[src/rtl/seq_stream_ctrl.sv]
// Stimulus sequencer / hit scoreboard for single-bit serial sequence detectors.
// Latency: din/busy valid one cycle after start accept; done rises seq_len+DRAIN+1 cycles after accept.
// Backpressure: none; start is honoured only in IDLE (not while busy or while done shows), otherwise dropped.
//
// Ports:
//   clk, rst (sync, active-low)  | start, seq_word, seq_len : command
//   det : detector output scored | din : serial bit to detector
//   busy, done, err : status     | hit_cnt : saturating hit counter
//   first_hit : busy-cycle index of first hit (only with SEQ_STREAM_CTRL_HITLOG_EN)
//
// Optional feature macro: SEQ_STREAM_CTRL_HITLOG_EN
module seq_stream_ctrl #(
  parameter int SEQ_W = 32,
  parameter int LEN_W = 6,
  parameter int CNT_W = 8,
  parameter int DRAIN = 2
) (
  input  logic             clk,
  input  logic             rst,
  input  logic             start,
  input  logic [SEQ_W-1:0] seq_word,
  input  logic [LEN_W-1:0] seq_len,
  input  logic             det,
  output logic             din,
  output logic             busy,
  output logic             done,
  output logic             err,
`ifdef SEQ_STREAM_CTRL_HITLOG_EN
  output logic [LEN_W+3:0] first_hit,
`endif
  output logic [CNT_W-1:0] hit_cnt
);

  localparam int DCW = (DRAIN > 1) ? $clog2(DRAIN) : 1;

  typedef enum logic [1:0] {
    S_IDLE  = 2'd0,
    S_RUN   = 2'd1,
    S_DRAIN = 2'd2,
    S_DONE  = 2'd3
  } state_t;

  state_t           state;
  state_t           state_n;
  logic [SEQ_W-1:0] shreg;
  logic [LEN_W-1:0] bit_cnt;
  logic [DCW-1:0]   drain_cnt;
  logic             len_ok;
  logic             accept;
  logic             reject;
  logic             din_n;
  logic             busy_n;
  logic             done_n;

  assign len_ok = (seq_len != '0) && (seq_len <= LEN_W'(SEQ_W));

  // State register
  always_ff @(posedge clk) begin
    if (!rst) begin
      state <= S_IDLE;
    end else begin
      state <= state_n;
    end
  end

  // Outputs are registered one cycle behind the state, so the visible done
  // cycle coincides with state IDLE; gating on done keeps start ignored there.
  always_comb begin
    state_n = state;
    accept  = 1'b0;
    reject  = 1'b0;
    din_n   = 1'b0;
    busy_n  = 1'b0;
    done_n  = 1'b0;
    case (state)
      S_IDLE: begin
        if (start && !done) begin
          if (len_ok) begin
            accept  = 1'b1;
            state_n = S_RUN;
          end else begin
            reject = 1'b1;
          end
        end
      end
      S_RUN: begin
        din_n  = shreg[SEQ_W-1];
        busy_n = 1'b1;
        if (bit_cnt == LEN_W'(1)) state_n = S_DRAIN;
      end
      S_DRAIN: begin
        busy_n = 1'b1;
        if (drain_cnt == '0) state_n = S_DONE;
      end
      S_DONE: begin
        done_n  = 1'b1;
        state_n = S_IDLE;
      end
      default: state_n = S_IDLE;
    endcase
  end

  // Datapath
  always_ff @(posedge clk) begin
    if (!rst) begin
      din       <= 1'b0;
      busy      <= 1'b0;
      done      <= 1'b0;
      err       <= 1'b0;
      shreg     <= '0;
      bit_cnt   <= '0;
      drain_cnt <= '0;
      hit_cnt   <= '0;
    end else begin
      din  <= din_n;
      busy <= busy_n;
      done <= done_n;
      err  <= reject;

      if (accept) begin
        // Left-justify the pattern so the first bit streamed is seq_word[seq_len-1]
        shreg   <= seq_word << (LEN_W'(SEQ_W) - seq_len);
        bit_cnt <= seq_len;
      end else if (state == S_RUN) begin
        shreg   <= shreg << 1;
        bit_cnt <= bit_cnt - LEN_W'(1);
      end

      if (state == S_RUN) begin
        drain_cnt <= DCW'(DRAIN - 1);
      end else if (state == S_DRAIN) begin
        drain_cnt <= drain_cnt - DCW'(1);
      end

      if (accept) begin
        hit_cnt <= '0;
      end else if (busy && det && (hit_cnt != '1)) begin
        hit_cnt <= hit_cnt + CNT_W'(1);
      end
    end
  end

`ifdef SEQ_STREAM_CTRL_HITLOG_EN
  logic [LEN_W+3:0] busy_idx;

  always_ff @(posedge clk) begin
    if (!rst) begin
      busy_idx  <= '0;
      first_hit <= '1;
    end else if (accept) begin
      busy_idx  <= '0;
      first_hit <= '1;
    end else if (busy) begin
      busy_idx <= busy_idx + 1'b1;
      if (det && (first_hit == '1)) first_hit <= busy_idx;
    end
  end
`endif

endmodule

[config.mk]
export PLATFORM = sky130hd
export DESIGN_NAME = seq_stream_ctrl
export DESIGN_NICKNAME = d
export VERILOG_FILES = /design/src/rtl/seq_stream_ctrl.sv
export SDC_FILE = /design/constraint.sdc
export NUM_CORES = 1
export LEC_CHECK = 0
export BUFFER_PORTS_ARGS = -buffer_cell sky130_fd_sc_hd__buf_2
export CAP_MARGIN = 25
export CORE_MARGIN = 8
export CORE_UTILIZATION = 43
export DETAILED_ROUTE_END_ITERATION = 16
export HOLD_SLACK_MARGIN = 0.06
export PLACE_DENSITY = 0.62
export SLEW_MARGIN = 10
export SYNTH_ARGS = -nofsm -noshare
export SYNTH_HDL_FRONTEND = slang
export SYNTH_SLANG_ARGS = --single-unit
[constraint.sdc]
create_clock -name clk -period 2.68 [get_ports clk]
set_input_delay 0.268 -clock clk [delete_from_list [all_inputs] [get_ports clk]]
set_output_delay 0.268 -clock clk [all_outputs]
set_load 0.01 [all_outputs]
### Word-level counts from Yosys, hierarchy flattened

Index checks and enable logic that the tools add are counted.

* register bits after elaboration: 53
* input port bits: 42
* output and inout bits: 12
* word-level logic and storage cells: 56

* $add $sub $neg: 4
* magnitude comparators: 1
* equality and inequality tests: 9
* shift operators: 1
* muxes and demuxes: 17
* bitwise operators: 1
* reductions and logical operators: 14

Operators with widths (count)
* 32-bit 2-to-1 mux: 2
* 32-bit by 6-bit left shift with 32-bit output: 1
* 6-bit 2-to-1 mux: 2
* 8-bit by 1-bit adder with 8-bit output, second input constant: 1
* 1-bit 2-to-1 mux: 8
* 2-bit 2-to-1 mux: 4
* 2-bit != test, second input constant: 4
* 8-bit != test, second input constant: 1
* 2-bit one-hot mux with 4 select lines: 1
* 6-bit by 1-bit equality test with 1-bit output, second input constant: 1
* 6-bit <= comparator, second input constant: 1
* 6-bit nonzero test: 1
* 6-bit by 1-bit subtractor with 6-bit output, second input constant: 1
* 6-bit subtractor, first input constant: 1
* 2-bit equality test, second input constant: 2
* 1-bit logical AND: 4
* 4-bit AND reduction: 1
* 2-bit nonzero test: 2
* 2-bit OR reduction: 2
* 3-bit AND reduction: 1
* 2-bit by 1-bit equality test with 1-bit output, second input constant: 1
* 2-bit zero test: 1
* 2-bit AND reduction: 1
* 1-bit zero test: 1
* 2 further kinds: 2

### Logic depth before layout (Yosys ltp)

Gate-level depths: netlist (run 1).

* depth after elaboration: 6
* depth in mapped cells: 11
* gate-level depth less buffers: 7

### Least setup slack after synthesis (run 1)

OpenSTA, ideal clock, no wires.

* path kind: input-to-reg
* start: input seq_len[0]
* end: register shreg[28]
* setup time: 0.122 ns
* arrival: 2.722 ns
* slack: -0.164 ns
* stages on the path: 10
* buffers on the path: 4
* cell sequence: buf_2 clkinv_1 ha_1 clkbuf_1 buf_2 buf_2 mux4_2 mux4_2 a32oi_1 o21ai_1

* longest elaborated chain between the ends: 6
* elaborated cells between the ends (all ways): 10

RTL lines
* start, declared: RTL line 22 `input logic [LEN_W-1:0] seq_len,`
* branches (longest 6 deep; another with 6-bit subtractor)
* end signal, assigned: RTL line 122 `shreg <= seq_word << (LEN_W'(SEQ_W) - seq_len);`
* end signal, assigned: RTL line 125 `shreg <= shreg << 1;`
* end, declared: RTL line 45 `logic [SEQ_W-1:0] shreg;`

Several ways; the timed one is not identified.
A chain may end at the register's enable or synchronous reset.

### Worst setup path after layout (run 1)

* start: register state[0]
* end: register shreg[23]

* longest elaborated chain between the ends: 3
* elaborated cells between the ends (all ways): 5

RTL lines
* start, declared: RTL line 43 `state_t state;`
* start signal, assigned: RTL line 62 `state <= state_n;`
* 2-bit zero test: RTL line 75 `case (state)`
* 1-bit 2-to-1 mux: RTL line 75
* 32-bit 2-to-1 mux / 2-bit nonzero test (equally long branches)

Parallel ways exist; a longest one is shown, timed or not.

==> results, run 1 <==
- The worst hold path begins at seq_len[1].
- In this run the tool buffered the top-level ports with 53 buffer cells.
- For this configuration, the core starts out at a cell density of 0.4334.
- The number of buffers inserted to repair setup after CTS is 0.
- In the final layout, the share of cells above drive strength 1 is 0.2593.
- In this run the static leakage power is 1.848 nW.
- The number of antenna violations at the first check in global routing is 0.
- The startpoint identified for the worst register-to-register timing path is state[0].
- The clock sink total is 53.
- After layout, the minimum clock period comes to 2333 ps.
- The pin count of the biggest net entering global routing is 42.
- TritonCTS built the clock tree.
- The number of rows in the core area is 36.
- The remaining global-route overflow is 0.
- The worst hold margin is 244.9 ps.
- The overall routing resource usage is 0.1639.
- At the pin with the least slew margin, the transition time is 656.5 ps.
- In the final routing, the length of wire on met1 measures 5322 um.
- The number of global-route vias before repair is 3596.
- By instance count, the leading cell after synthesis is sky130_fd_sc_hd__nand2_1.
- The maximum level of the CTS H-tree is 2.
- The worst register-to-register path ends at shreg[23].
- In this run the standard cell core region covers 9594 sq um.
- The areal power density over the cells is 687.6 nW/um^2.
- Compared with the post-synthesis result, the final layout area differs by 14.29%.
- The first-iteration detailed-routing DRC count is 230.
- The final-report max-slew violation count is 0.
- The biggest fanout along the worst timing path is 6.
- The sequential share of the synthesized area is 0.2552.
- The overall routed net length is 10810 um.
- The uppermost metal layer occupied by signal nets is met4.
- Data on the critical path arrives at its endpoint at 2590 ps.
- The worst min-delay path category is in2reg.
- The worst setup path is launched from a flop.
- In this run, CTS created clock tree buffers numbering 5.
- The biggest area contributor in the post-synthesis netlist is sky130_fd_sc_hd__dfxtp_1.
- The number of buffers added to fix hold violations after cts is 0.
- The number of optimization iterations in the first detailed-route pass is 5.
- Setup repair after global routing left no endpoint under its margin.
- Of the post-synthesis cell area, the dominant cell type holds 0.2552.
- In this run the horizontal extent of the chip is 114.3 um.
- For this design the top-level I/O count stands at 54.
- The number of setup violations in the final report is 0.
- The cell count after synthesis is 464.
- The worst-case clock buffer depth is 2.
- Measured in cells, the most critical reg-to-reg path has a length of 7.
- The floorplan step set the die height to 114.3 um.
- The net count after synthesis is 514.
- The die outline area is 13070 sq um.
- The routability congestion estimate from global placement is 0.8914.
- The number of max-capacitance violations reported is 0.
- The total vias in the final route is 3786.
- The instance count along the most critical hold path is 3.
- The total inserted antenna cells is 0.
- The aggregate negative setup slack is 0 ps.
- The total standard cell area after synthesis is 4158 sq um.
- Using the TritonRoute via totals, the vias-per-cell ratio works out to 5.861.
- The data required time at the worst endpoint is 2940 ps.
- Gates resized during post-CTS repair numbered 0.
- The leading register cell type out of synthesis is sky130_fd_sc_hd__dfxtp_1.
- The startpoint-to-endpoint class of the critical path is reg2reg.
- The element type at the critical path end is a flop.
- The clock insertion delay at the later pin of the skew report is 320 ps.
- The flow ran to the end, and the final reports show no timing, DRC or antenna violations.
- In the detailed route, the total length drawn on met2 is 5007 um.
- After filler insertion, the fill cell instance count of the layout stands at 921.
- The wire length of the first global-routing pass is 17860 um.
- In the routed design, unresolved DRC markers number 0.
- In this run the tightest slew margin relative to its limit is 0.5577.
- In this run the remaining antenna-violating nets after routing total 0.
- The overall power after layout is 0.003267 W.
- In this run the register-to-register setup slack is 350 ps.
- Clock skew on the completed layout was measured at 9.427 ps.
- Ranked by instance count, the synthesized netlist is headed by 55 x sky130_fd_sc_hd__nand2_1, 53 x sky130_fd_sc_hd__dfxtp_1, 46 x sky130_fd_sc_hd__o21ai_0.
- The routed length per placed instance is 16.73 um.
- The final cycle utilization of the critical path is 0.8704.
- In the post-synthesis netlist, the biggest area contributors are sky130_fd_sc_hd__dfxtp_1 26%, sky130_fd_sc_hd__mux4_2 18%, sky130_fd_sc_hd__mux2i_1 7.9%.
- The number of register bits inferred by synthesis is 53.
- The net count of the finished layout is 562.
- The number of synthesis warnings is 0.
- Based on the critical path, the design can be clocked at up to 428.7 MHz.
- The path with the worst hold slack has its endpoint at bit_cnt[1].
- Clock tree synthesis selected as its root buffer the cell sky130_fd_sc_hd__clkbuf_8.
- The average instance in the mapped netlist occupies 8.961 sq um.
- The worst-case IR drop observed on VDD is 0.0002608 V.
- The distinct cell type count of the synthesized netlist is 55.
- Of all flip-flops after synthesis, the portion carrying an async set or reset was 0.
- After clock tree synthesis, the clock-pin slew on the worst setup and hold paths is 110 ps.
- The number of enable flip-flop cells after synthesis is 0.
- After legalization and detailed placement, the total HPWL measured 8371 um.
- The number of failing hold endpoints at the final stage was 0.
- In the detailed route, the total length drawn on met3 is 375 um.
-- metal layers --
| metal | vias to the layer above | track usage |
|---|---|---|
| met5 | - | 0 |
| met1 | 1828 | 0.2310 |
| met2 | 92 | 0.2642 |
| met3 | 8 | 0.01266 |
| li1 | 1858 | - |
| met4 | 0 | 0.04082 |
-- critical path, cell delays in order, from the launching register on --
cell	delay (ps)
sky130_fd_sc_hd__dfxtp_1	350
sky130_fd_sc_hd__inv_1	100
sky130_fd_sc_hd__ha_1	250
sky130_fd_sc_hd__nor4bb_1	450
sky130_fd_sc_hd__o21ai_0	250
sky130_fd_sc_hd__nor3_1	520
sky130_fd_sc_hd__a222oi_1	240
sky130_fd_sc_hd__nor2_1	120
-- metrics by stage --
stage               instance area, sq um  setup WS (ps)  utilization  cells
floorplan                           4163          13.07            -    464
global placement                    4658          212.0       0.4855    638
detailed placement                  4658          117.8       0.4855    638
CTS                                 4752          408.3       0.4953    646
global route                        4752          236.3       0.4953    646
finish                              4752          347.3       0.4953    646
-- worst max-delay path by stage --
| stage | startpoint | endpoint | slack, ps | cells past startpoint |
|---|---|---|---|---|
| after floorplan | seq_len[0] | shreg[28] | 10 | 10 |
| after global placement | seq_len[0] | shreg[2] | 210 | 8 |
| after detailed placement | seq_len[1] | shreg[1] | 120 | 8 |
| after CTS | state[0] | shreg[27] | 410 | 7 |
| after global routing | state[0] | shreg[23] | 240 | 7 |
| final | state[0] | shreg[23] | 350 | 7 |
-- sequential cells by signal, indices dropped and copies added, names as in the netlist --
signal / cells
busy: 1
din: 1
hit_cnt: 8
state: 2
shreg: 32
bit_cnt: 6
err: 1
drain_cnt: 1
done: 1
-- area by class of cell --
class,instances,area (sq um),area share
repair buffers,76,462.9,0.09742
clock buffers,5,68.82,0.01448
flip-flops and latches,53,1061,0.2233
clock inverters,3,25.02,0.005266
well taps,133,166.4,0.03502
inverters,11,42.54,0.008952
multi-input cells,365,2925,0.6156
-- logic make-up after synthesis --
group                      count (synthesis)  share of synthesized area
AOI/OAI and AO/OA                        119                     0.1851
DFF                                       53                     0.2552
and+or+nand+nor                          152                     0.1872
xor gates and xnor gates                  16                    0.03370
buffers and inverters                     46                    0.04574
muxes                                     70                     0.2690
adders and majority gates                  8                    0.02408
-- power by group --
| part | switching [W] | leakage [nW] | total, W | internal [W] |
|---|---|---|---|---|
| combinational | 0.000916 | 1.37 | 0.00162 | 0.000702 |
| clock | 0.000295 | 0.0447 | 0.000485 | 0.000190 |
| sequential | 0.000142 | 0.434 | 0.00116 | 0.00102 |
| total | 0.00135 | 1.85 | 0.00327 | 0.00191 |
-- cell usage in the layout, fill, tap and decap left out, types with 2 or more instances in the layout --
master / netlist / layout
sky130_fd_sc_hd__nand3_1: 21 / 21
sky130_fd_sc_hd__nor3_1: 8 / 8
sky130_fd_sc_hd__o211a_1: 3 / 3
sky130_fd_sc_hd__a211o_1: 2 / 2
sky130_fd_sc_hd__a211oi_1: 15 / 15
sky130_fd_sc_hd__nand4_1: 4 / 4
sky130_fd_sc_hd__inv_1: 9 / 9
sky130_fd_sc_hd__nor4_1: 4 / 4
sky130_fd_sc_hd__or2_2: 2 / 2
sky130_fd_sc_hd__o211ai_1: 15 / 15
sky130_fd_sc_hd__buf_4: 0 / 21
sky130_fd_sc_hd__nor2_1: 26 / 26
sky130_fd_sc_hd__ha_1: 8 / 8
sky130_fd_sc_hd__mux2_2: 4 / 4
sky130_fd_sc_hd__o221ai_1: 5 / 5
sky130_fd_sc_hd__dfxtp_1: 53 / 53
sky130_fd_sc_hd__mux2i_1: 33 / 32
sky130_fd_sc_hd__a21boi_0: 4 / 4
sky130_fd_sc_hd__or3_1: 6 / 6
sky130_fd_sc_hd__nand2b_1: 5 / 5
sky130_fd_sc_hd__buf_12: 0 / 2
sky130_fd_sc_hd__a21oi_1: 11 / 11
sky130_fd_sc_hd__buf_2: 8 / 53
sky130_fd_sc_hd__o31a_1: 2 / 2
sky130_fd_sc_hd__clkbuf_8: 0 / 5
sky130_fd_sc_hd__or4_1: 4 / 4
sky130_fd_sc_hd__o21ai_0: 46 / 46
sky130_fd_sc_hd__xor2_1: 6 / 5
sky130_fd_sc_hd__and3_1: 2 / 2
sky130_fd_sc_hd__xnor2_1: 10 / 9
sky130_fd_sc_hd__nand2_1: 55 / 55
sky130_fd_sc_hd__and2_1: 4 / 4
sky130_fd_sc_hd__mux4_2: 33 / 33
sky130_fd_sc_hd__a31oi_1: 7 / 7
(Power assumes the default switching activity.)
==> run 2: changes to the inputs <==
- CAP_MARGIN: 25 -> 20
- REMOVE_ABC_BUFFERS: unset -> 1
==> run 2 against run 1 <==
- cell count fell by 0.46%
- fmax fell by 4.3%
- critical path type unchanged
- utilization rose by 0.065 points
- critical path depth did not move
- sequential share of layout area barely moved
- combinational power barely moved
- clock skew fell by 1.7 ps
==> results, run 2 (synthesized netlist as in run 1, its figures left out) <==
- The flow ran to the end, and the final reports show no timing, DRC or antenna violations.
- The core area was 9594 sq um (unchanged).
- The number of logic stages on the critical path including buffering is 7 (unchanged).
- The number of buffers created by CTS came to 5 (unchanged).
- The total inserted antenna cells is 0 (unchanged).
- STA classifies the critical path startpoint as a flop.
- The worst IR drop on VDD was 0.0003523 V (+35%).
- The number of instances resized during post-cts repair is 0 (unchanged).
- The width of the die was 114.3 um (unchanged).
- The critical path is of the reg2reg type.
- The data required time at the worst endpoint came to 2920 ps (-20 ps).
- The worst reg2reg path depth came to 7 (unchanged).
- The endpoint of the lowest-slack register-to-register path is shreg[25].
- The TritonCTS clock tree is built.
- The worst hold path terminates at bit_cnt[1].
- The ratio of routed vias to standard cells is 5.969 (+1.8%).
- The cell type of the slowest stage on the worst timing path is sky130_fd_sc_hd__nor4bb_1.
- The pin count of the biggest net entering global routing came to 42 (unchanged).
- The die extent in y came to 114.3 um (unchanged).
- The number of placed instances, taps included is 635 (-0.47%).
- The routability congestion estimate from global placement was 0.8623 (-3.3%).
- Compared with the post-synthesis result, the final layout area differs by 14.44%.
- The signal arrival time at the worst endpoint is 2680 ps (+90 ps).
- The overall routed net length was 11050 um (+2.3%).
- The final cell count without fillers is 643 (-0.46%).
- The initial cell density of the core was 0.4334 (unchanged).
- The final routed DRC violation total came to 0 (unchanged).
- The count of buffers from port buffering came to 53 (unchanged).
- In this run the clock root is driven by a sky130_fd_sc_hd__clkbuf_8.
- The kind of cell adding the most delay to the critical path is simple AND/OR/NAND/NOR gates.
- The biggest fanout along the worst timing path is 6 (unchanged).
- The path class of the tightest hold or removal check is in2reg.
- The number of buffers added to fix hold violations after cts is 0 (unchanged).
- The register containing the most flip-flops in the final layout is shreg.
- The largest clock skew in the final design came to 7.712 ps (-1.715 ps).
- Traced cell by cell, the critical path runs through inv_1 > ha_1 > nor4bb_1 > o21ai_0 > nor2_1 > or3b_1 > a31oi_1.
- The aggregate negative setup slack is 0 ps (unchanged).
- In this run the most critical hold path is launched from seq_len[1].
- The final-report max-slew violation count is 0 (unchanged).
- The worst-case clock buffer depth came to 2 (unchanged).
- The first-iteration detailed-routing DRC count is 241 (+4.8%).
- The final cycle utilization of the critical path is 0.9096 (+0.03916).
- The maximum level of the CTS H-tree was 2 (unchanged).
- The final-stage net count is 559 (-0.53%).
- The number of optimization iterations in the first detailed-route pass is 7 (+2).
- The final-layout fill cell count is 943 (+2.4%).
- The ratio of cells with drive above 1 in the final layout came to 0.2510 (-0.008279).
- The library cell used most frequently in the layout, excluding fill and tap cells, is sky130_fd_sc_hd__nand2_1.
- The transition time at the pin with the least slew margin is 700.9 ps (+44.40 ps).
- The worst setup path is captured at a flop.
- The instance count along the most critical hold path is 3 (unchanged).
- The top cell types in the final layout, fill and taps aside, are 55 x sky130_fd_sc_hd__nand2_1, 53 x sky130_fd_sc_hd__dfxtp_1, 53 x sky130_fd_sc_hd__buf_2.
- The die outline area is 13070 sq um (unchanged).
- The relative slew slack is 0.5278 (-0.02991).
- The number of rows in the core area was 36 (unchanged).
- The number of failing hold endpoints at the final stage is 0 (unchanged).
- The static power due to leakage is 1.847 nW (about the same).
- The final standard cell utilization of the core is 0.4960 (+0.0006520).
- The number of primary I/O pins was 54 (unchanged).
- The overall routing resource usage came to 0.1730 (+0.009115).
- The wire length of the first global-routing pass is 18720 um (+4.8%).
- The number of global-route vias before repair came to 3754 (+4.4%).
- The routed length per placed instance is 17.19 um (+2.7%).
- The number of antenna violations at the first check in global routing was 0 (unchanged).
- The number of setup violations in the final report is 0 (unchanged).
- The startpoint of the lowest-slack register-to-register path is state[0].
- The largest registers in the layout are shreg (32), hit_cnt (8), bit_cnt (6).
- The highest cell delay on the worst timing path was 450 ps (-70 ps).
- The clock slew seen by the registers of the worst setup and hold paths is 100 ps (about the same).
- The clock sink total is 53 (unchanged).
- The remaining antenna violation count was 0 (unchanged).
- The total vias in the final route is 3838 (+1.4%).
- The number of flip-flops in the largest register is 32 (unchanged).
- The clock insertion delay at the later pin of the skew report was 310 ps (about the same).
- The highest clock rate was 410.2 MHz (-4.3%).
- The number of buffers inserted to repair setup after CTS is 0 (unchanged).
- The post-layout minimum cycle time is 2438 ps (+104.9 ps).
- The number of max-capacitance violations reported is 0 (unchanged).
- The areal power density over the cells is 701.4 nW/um^2 (+2.0%).
- Setup repair after global routing left no endpoint under its margin.
- The setup slack on the worst flop-to-flop path is 240 ps (-100 ps).
- The estimated wirelength of the detail-placed design is 8606 um (+2.8%).
- The remaining global-route overflow is 0 (unchanged).
- The worst path buffer plus inverter count came to 1 (unchanged).
-- run 2: changes by cell type in the layout (fill, tap and decap cells not counted) --
cell	before	now
sky130_fd_sc_hd__inv_6	1	0
sky130_fd_sc_hd__clkbuf_1	0	1
sky130_fd_sc_hd__buf_4	21	17
sky130_fd_sc_hd__clkinvlp_4	1	0
sky130_fd_sc_hd__clkinv_2	1	0
sky130_fd_sc_hd__clkinv_1	1	2
sky130_fd_sc_hd__bufinv_16	0	1
sky130_fd_sc_hd__buf_12	2	3
-- run 2: how the worst max path moves through the flow --
| stage | start | endpoint |
|---|---|---|
| after detailed placement | seq_len[0] | shreg[1] |
| after global placement | seq_len[0] | shreg[2] |
| after CTS | state[0] | shreg[25] |
| after global routing | state[0] | shreg[25] |
| after floorplan | seq_len[0] | shreg[16] |
| final | state[0] | shreg[25] |
-- run 2: cell type report --
cell class,instances,area (sq um),area share
multi-input cells,365,2925,0.6148
flip-flops and latches,53,1061,0.2230
repair buffers,73,452.9,0.09519
well taps,133,166.4,0.03497
clock buffers,6,72.57,0.01525
inverters,11,41.29,0.008677
clock inverters,2,38.79,0.008151
-- run 2: per-stage QoR --
step / hold slack, ps / area, sq um / total power [W] / setup WS, ps
after floorplan: 389.7 / 4009 / 0.002272 / -686.6
after global placement: 450.4 / 4647 / 0.002757 / 88.30
after detailed placement: 458.5 / 4647 / 0.002785 / 28.56
after CTS: 239.9 / 4758 / 0.003345 / 234.9
after global routing: 285.5 / 4758 / 0.003593 / 73.91
final: 253.5 / 4758 / 0.003338 / 242.3
-- run 2: tightest hold or removal path, stage by stage --
cell                      delay, ps
sky130_fd_sc_hd__buf_2          140
sky130_fd_sc_hd__nand2_1         60
sky130_fd_sc_hd__a21oi_1         50
-- run 2: metal layers --
metal / vias up / share of wire / routed length, um / global-route usage
met2: 109 / 0.46 / 5091 / 0.2792
li1: 1851 / - / - / -
met4: 0 / 0.011 / 123 / 0.03993
met3: 9 / 0.042 / 460 / 0.01530
met5: - / 0 / 0 / 0
met1: 1869 / 0.49 / 5378 / 0.2435
-- run 2: report_power, final --
group / internal (W) / total (W) / switching (W)
Clock: 0.000281 / 0.000553 / 0.000272
Combinational: 0.000698 / 0.00162 / 0.000926
Sequential: 0.00102 / 0.00116 / 0.000139
Total: 0.00200 / 0.00334 / 0.00134
